**src/rtl/calc_entry.sv**
```systemverilog
`default_nettype none
// ============================================================================
//  Module      : calc_entry
//  Description : Keypad-entry controller. Builds two packed-BCD operands and
//                an operator for the combinational Calculate core, then
//                latches the outcome for display.
//  Revision    : 1.0 - initial release
// ============================================================================
module calc_entry #(
    parameter int DIGITS = 4
) (
    input  logic        clk,
    input  logic        rst_n,
    input  logic        key_valid,
    input  logic [3:0]  key_code,
    output logic [31:0] operand1,
    output logic [31:0] operand2,
    output logic [1:0]  switches,
    input  logic [31:0] result,
    input  logic [31:0] mod,
    input  logic        negative,
    input  logic        overflow,
    input  logic        error,
    output logic [31:0] disp_value,
    output logic [31:0] disp_mod,
    output logic        disp_neg,
    output logic        disp_ovf,
    output logic        disp_err,
    output logic        calc_done,
    output logic [1:0]  state
);

    typedef enum logic [1:0] {
        ST_ENTER1 = 2'd0,
        ST_ENTER2 = 2'd1,
        ST_EVAL   = 2'd2,
        ST_SHOW   = 2'd3
    } state_t;

    // Keeps shifted operands inside the DIGITS nibbles they may occupy
    localparam logic [31:0] c_mask    = 32'hFFFF_FFFF >> (32 - 4 * DIGITS);
    localparam logic [3:0]  c_max_cnt = 4'(DIGITS);

    state_t      r_state, w_nxt_state;
    logic [31:0] r_op1, w_nxt_op1;
    logic [31:0] r_op2, w_nxt_op2;
    logic [1:0]  r_sw, w_nxt_sw;
    logic [3:0]  r_cnt1, w_nxt_cnt1;
    logic [3:0]  r_cnt2, w_nxt_cnt2;
    logic [31:0] r_res, w_nxt_res;
    logic [31:0] r_mod, w_nxt_mod;
    logic        r_neg, w_nxt_neg;
    logic        r_ovf, w_nxt_ovf;
    logic        r_err, w_nxt_err;
    logic        r_done, w_nxt_done;

    logic        w_digit, w_oper, w_equal, w_clear;
    logic [1:0]  w_op_sel;
    logic [31:0] w_shift1, w_shift2;
    logic        w_any_flag;

    assign w_digit    = key_valid && (key_code <= 4'd9);
    assign w_oper     = key_valid && (key_code >= 4'hA) && (key_code <= 4'hD);
    assign w_equal    = key_valid && (key_code == 4'hE);
    assign w_clear    = key_valid && (key_code == 4'hF);
    // A..D map to 0..3; subtracting 0xA modulo 4 only flips bit 1
    assign w_op_sel   = key_code[1:0] ^ 2'b10;
    assign w_shift1   = ((r_op1 << 4) | {28'd0, key_code}) & c_mask;
    assign w_shift2   = ((r_op2 << 4) | {28'd0, key_code}) & c_mask;
    assign w_any_flag = r_neg | r_ovf | r_err;

    // State register and datapath registers, cleared asynchronously
    always_ff @(posedge clk or negedge rst_n) begin
        if (!rst_n) begin
            r_state <= ST_ENTER1;
            r_op1   <= '0;
            r_op2   <= '0;
            r_sw    <= '0;
            r_cnt1  <= '0;
            r_cnt2  <= '0;
            r_res   <= '0;
            r_mod   <= '0;
            r_neg   <= 1'b0;
            r_ovf   <= 1'b0;
            r_err   <= 1'b0;
            r_done  <= 1'b0;
        end else begin
            r_state <= w_nxt_state;
            r_op1   <= w_nxt_op1;
            r_op2   <= w_nxt_op2;
            r_sw    <= w_nxt_sw;
            r_cnt1  <= w_nxt_cnt1;
            r_cnt2  <= w_nxt_cnt2;
            r_res   <= w_nxt_res;
            r_mod   <= w_nxt_mod;
            r_neg   <= w_nxt_neg;
            r_ovf   <= w_nxt_ovf;
            r_err   <= w_nxt_err;
            r_done  <= w_nxt_done;
        end
    end

    // Next-state and key handling; clear overrides everything else
    always_comb begin
        w_nxt_state = r_state;
        w_nxt_op1   = r_op1;
        w_nxt_op2   = r_op2;
        w_nxt_sw    = r_sw;
        w_nxt_cnt1  = r_cnt1;
        w_nxt_cnt2  = r_cnt2;
        w_nxt_res   = r_res;
        w_nxt_mod   = r_mod;
        w_nxt_neg   = r_neg;
        w_nxt_ovf   = r_ovf;
        w_nxt_err   = r_err;
        w_nxt_done  = 1'b0;

        if (w_clear) begin
            w_nxt_state = ST_ENTER1;
            w_nxt_op1   = '0;
            w_nxt_op2   = '0;
            w_nxt_sw    = '0;
            w_nxt_cnt1  = '0;
            w_nxt_cnt2  = '0;
            w_nxt_res   = '0;
            w_nxt_mod   = '0;
            w_nxt_neg   = 1'b0;
            w_nxt_ovf   = 1'b0;
            w_nxt_err   = 1'b0;
        end else begin
            case (r_state)
                ST_ENTER1: begin
                    if (w_digit && (r_cnt1 < c_max_cnt)) begin
                        w_nxt_op1  = w_shift1;
                        w_nxt_cnt1 = r_cnt1 + 4'd1;
                    end else if (w_oper) begin
                        w_nxt_sw    = w_op_sel;
                        w_nxt_op2   = '0;
                        w_nxt_cnt2  = '0;
                        w_nxt_state = ST_ENTER2;
                    end
                end
                ST_ENTER2: begin
                    if (w_digit && (r_cnt2 < c_max_cnt)) begin
                        w_nxt_op2  = w_shift2;
                        w_nxt_cnt2 = r_cnt2 + 4'd1;
                    end else if (w_oper) begin
                        w_nxt_sw = w_op_sel;
                    end else if (w_equal) begin
                        w_nxt_state = ST_EVAL;
                    end
                end
                ST_EVAL: begin
                    // Operands have been stable all cycle; sample the core
                    w_nxt_res   = result;
                    w_nxt_mod   = mod;
                    w_nxt_neg   = negative;
                    w_nxt_ovf   = overflow;
                    w_nxt_err   = error;
                    w_nxt_done  = 1'b1;
                    w_nxt_state = ST_SHOW;
                end
                ST_SHOW: begin
                    if (w_digit) begin
                        w_nxt_op1   = {28'd0, key_code};
                        w_nxt_cnt1  = 4'd1;
                        w_nxt_op2   = '0;
                        w_nxt_cnt2  = '0;
                        w_nxt_neg   = 1'b0;
                        w_nxt_ovf   = 1'b0;
                        w_nxt_err   = 1'b0;
                        w_nxt_state = ST_ENTER1;
                    end else if (w_oper && !w_any_flag) begin
                        // Chain: the shown result becomes the new first operand
                        w_nxt_op1   = r_res;
                        w_nxt_cnt1  = c_max_cnt;
                        w_nxt_sw    = w_op_sel;
                        w_nxt_op2   = '0;
                        w_nxt_cnt2  = '0;
                        w_nxt_state = ST_ENTER2;
                    end
                end
                default: w_nxt_state = ST_ENTER1;
            endcase
        end
    end

    // Display mux: show whichever operand is being typed, else the result
    always_comb begin
        disp_value = r_res;
        case (r_state)
            ST_ENTER1: disp_value = r_op1;
            ST_ENTER2: disp_value = (r_cnt2 != 4'd0) ? r_op2 : r_op1;
            default:   disp_value = r_res;
        endcase
    end

    assign operand1  = r_op1;
    assign operand2  = r_op2;
    assign switches  = r_sw;
    assign disp_mod  = r_mod;
    assign disp_neg  = r_neg;
    assign disp_ovf  = r_ovf;
    assign disp_err  = r_err;
    assign calc_done = r_done;
    assign state     = r_state;

endmodule
`default_nettype wire

```
**config.mk**
```make
export PLATFORM = sky130hd
export DESIGN_NAME = calc_entry
export DESIGN_NICKNAME = d
export VERILOG_FILES = /design/src/rtl/calc_entry.sv
export SDC_FILE = /design/constraint.sdc
export NUM_CORES = 1
export LEC_CHECK = 0
export ABC_AREA = 1
export BUFFER_PORTS_ARGS = -buffer_cell sky130_fd_sc_hd__buf_2
export CORE_MARGIN = 1.5
export CORE_UTILIZATION = 50
export DETAILED_ROUTE_END_ITERATION = 10
export PLACE_DENSITY_LB_ADDON = 0.05
export RECOVER_POWER = 25
export SYNTH_ARGS = -nofsm -noshare
export SYNTH_HDL_FRONTEND = slang
export SYNTH_SLANG_ARGS = --single-unit
```
**constraint.sdc**
```tcl
create_clock -name clk -period 2.3 [get_ports clk]
set_input_delay 0.23 -clock clk [delete_from_list [all_inputs] [get_ports clk]]
set_output_delay 0.23 -clock clk [all_outputs]
set_load 0.1 [all_outputs]
```
==> reports/qor.yml <==
die:
  die_w_um: 115
  die-area_sq_um: 13300
  start_util_pct: 51.8
  core_area_sq_um: 12200
  die_h_um: 115
  rows: 40
  ios: 210
drt:
  drc_errors: 0
  ant_nets: 0
  routedWlPerCell_um: 16.6
  dr_total_vias: 6357
  dr.first_iter.drc_count: 636
  dr.pass1.iters: 5
  drt_wl_total_mm: 19.9
  viasPerCell: 5.30
critical_path:
  crit_top_cell: "inv_4"
  crit_path_start_kind: "flip-flop"
  critPathKind: "flip-flop to primary output"
  cp.required_ns: 2.07
  critPathMaxFanout: 8
  cp-end-kind: "primary output"
  slowest_stage: "dfrtp_4"
  worstPathCellList: "inv_4 > ha_4 > inv_4 > o21ai_4 > buf_6 > buf_16 > nand2_4 > o211ai_1 > clkbuf_16"
  cp.arrival_ns: 2.16
  slowest_delay_ns: 0.49
outcome:
  status: "complete, but fails checks"
  violations: "negative setup slack"
clock_tree:
  cts_buffers: 17
  clk_pin_slew_worst_paths_ns: 0.06
  cts_sinks: 128
  h-tree-depth: 4
  clock_latency_ns: 0.43
  cts_tree: "built"
  cts-root-buf: "clkbuf_16"
  cts_max_path_buffers: 2
hold_path:
  hold_path_class: "input port to flip-flop"
logic_synthesis:
  synth-xor-area-share_pct: 0.278
  synth_edf_count: 0
  synth_top_family_by_area: "simple AND/OR/NAND/NOR gates"
  synth_top_area_cell: "dfrtp_1"
  synthAdderAreaFrac_pct: 1.59
  yosysSeqAreaShare_pct: 50.8
  synthFlopType: "dfrtp_1"
  synthTopCellsByCount: "301 x nand2_1, 128 x dfrtp_1, 76 x o21ai_0"
  synthSimpleGateAreaFrac_pct: 28.5
  synth.most_common_cell: "nand2_1"
  synth_top_area_share_pct: 50.8
  synthMuxAreaShare_pct: 0
  syn_avg_cell_area_sq_um: 7.89
  synth_compound_area_share_pct: 10.2
  synth_area_leaders: "dfrtp_1 51%, nand2_1 18%, o21ai_0 6.0%, nand3_1 5.7%, inv_1 3.3%"
  async_reset_ff_share_pct: 100
  ys_seq_elements: 128
  yosys_warnings: 0
  ys_types: 32
  syn_area_sq_um: 6300
  synthCells: 799
grt:
  grt_pass1_wl_mm: 30.5
  grt_max_degree: 53
  grt_remaining_overflow: 0
  antenna_found_initial: 0
  gr-usage-all-layers_pct: 29.9
  grt_pass1_vias: 6027
sta:
  hold_violations: 0
  slew_viol_final: 0
  rsz0062_at_grt: "true"
  finalSetupTns_ns: -0.797
  skew_ns: 0.00938
  period_needed_ns: 2.39
  relSlewSlack_pct: 38.7
  post-route-worst-setup-slack_ns: -0.0932
  max_freq_ghz: 0.418
  finalSetupViolCount: 20
  finalCritPeriodShare_pct: 104
  tightest_slew_ns: 0.920
placed_design:
  place.gp.congestion: 0.908
  dp.final_hpwl_mm: 12.3
  io_buffer_count: 193
  place_ws_ns: -0.192
finish:
  drive_above_1_share_pct: 31.5
  diodes: 0
  area_growth_pct: 48.1
  fin_nets: 1101
flow_run:
  cap_violations: 0
==> layout by cell type, fill, tap and decap left out, types with 3 or more instances in the layout <==
master         count
buf_4             24
o21ai_4           10
nand3_1           72
o221ai_2           3
nand2_1          283
buf_2            160
inv_1             51
o21ai_1           11
a21oi_1            5
dfrtp_1          126
ha_1               6
nor2_1            34
o21ai_0           60
nand3_2            4
conb_1            16
buf_12            27
bufinv_16          7
o21ai_2            7
o211ai_1          16
nand2_2            9
inv_4              4
clkbuf_16         28
dlygate4sd3_1     16
nand2_4           14
==> through the flow <==
stage / instances / util (%) / area (sq um) / hold slack [ns]
floorplan: 814 / - / 6450 / -0.0656
global placement: 1136 / 65.8 / 8000 / 0.229
detailed placement: 1136 / 65.8 / 8000 / 0.232
CTS: 1195 / 74.6 / 9080 / 0.000114
global route: 1200 / 76.8 / 9340 / 0.00523
finish: 1200 / 76.8 / 9340 / 0.00430
==> cells by family (layout without fill, tap and decap cells) <==
group | count (synthesis) | in the layout
AND/OR/NAND/NOR | 428 | 428
flip-flops | 128 | 128
buffers and inverters | 117 | 335
AO/OA/AOI/OAI | 115 | 115
adder cells (fa/ha/maj) | 8 | 8
XOR/XNOR | 2 | 2
other | 1 | 16
==> metal layers <==
metal | up-vias | part of all wire (%) | global-route usage (%) | routed length [um]
met4 | 0 | 2.5 | 9.88 | 497
met2 | 341 | 49 | 49.2 | 9790
met5 | - | 0 | 0 | 0
li1 | 2972 | - | - | -
met3 | 46 | 8.3 | 7.49 | 1640
met1 | 2998 | 40 | 39.1 | 7980
==> layout make-up <==
| type | instances | area (sq um) |
|---|---|---|
| Inverter | 58 | 228 |
| Clock buffer | 18 | 429 |
| Tap cell | 168 | 210 |
| Fill cell | 832 | 2830 |
| Clock inverter | 14 | 262 |
| Sequential cell | 128 | 3210 |
| Timing Repair Buffer | 245 | 2080 |
| Multi-Input combinational cell | 569 | 2920 |
==> registers in the layout, indices dropped and copies added, names as in the netlist, 2 cells and up <==
register  cells
disp_mod     32
operand1     32
r_res        32
operand2     16
r_cnt1        4
r_cnt2        4
state         2
switches      2
==> critical path: cells and delay by family (launching register included) <==
family / cells / cell delay [ns]
AOI/OAI and AO/OA: 2 / 0.32
adders and majority gates: 1 / 0.16
buffers and inverters: 5 / 0.71
DFF: 1 / 0.49
and+or+nand+nor: 1 / 0.05
==> timing repair <==
item | in CTS | in global routing
hold buffers | 15 | 1
resized for setup | 20 | 53
endpoints found under the hold margin | 48 | 1
gates cloned | 3 | 1
buffers inserted | 9 | 3
setup endpoints to repair | 52 | 32
pin swaps | 4 | 0
==> worst paths after layout <==
path	slack, ns	startpoint	depth (start not counted)	endpoint
setup reg to reg	0.15	state[0]	8	r_cnt2[3]
max in group asynchronous	0.51	rst_n	3	disp_mod[1]
hold / removal	0.004	mod[28]	3	disp_mod[28]
min in group asynchronous	0.48	rst_n	2	r_res[14]
hold reg to reg	0.47	switches[1]	2	switches[1]
setup / recovery	-0.09	state[1]	9	disp_value[9]
Power is not shown: default switching activity piles up to over one toggle a cycle in this logic, so the estimate is an artifact.
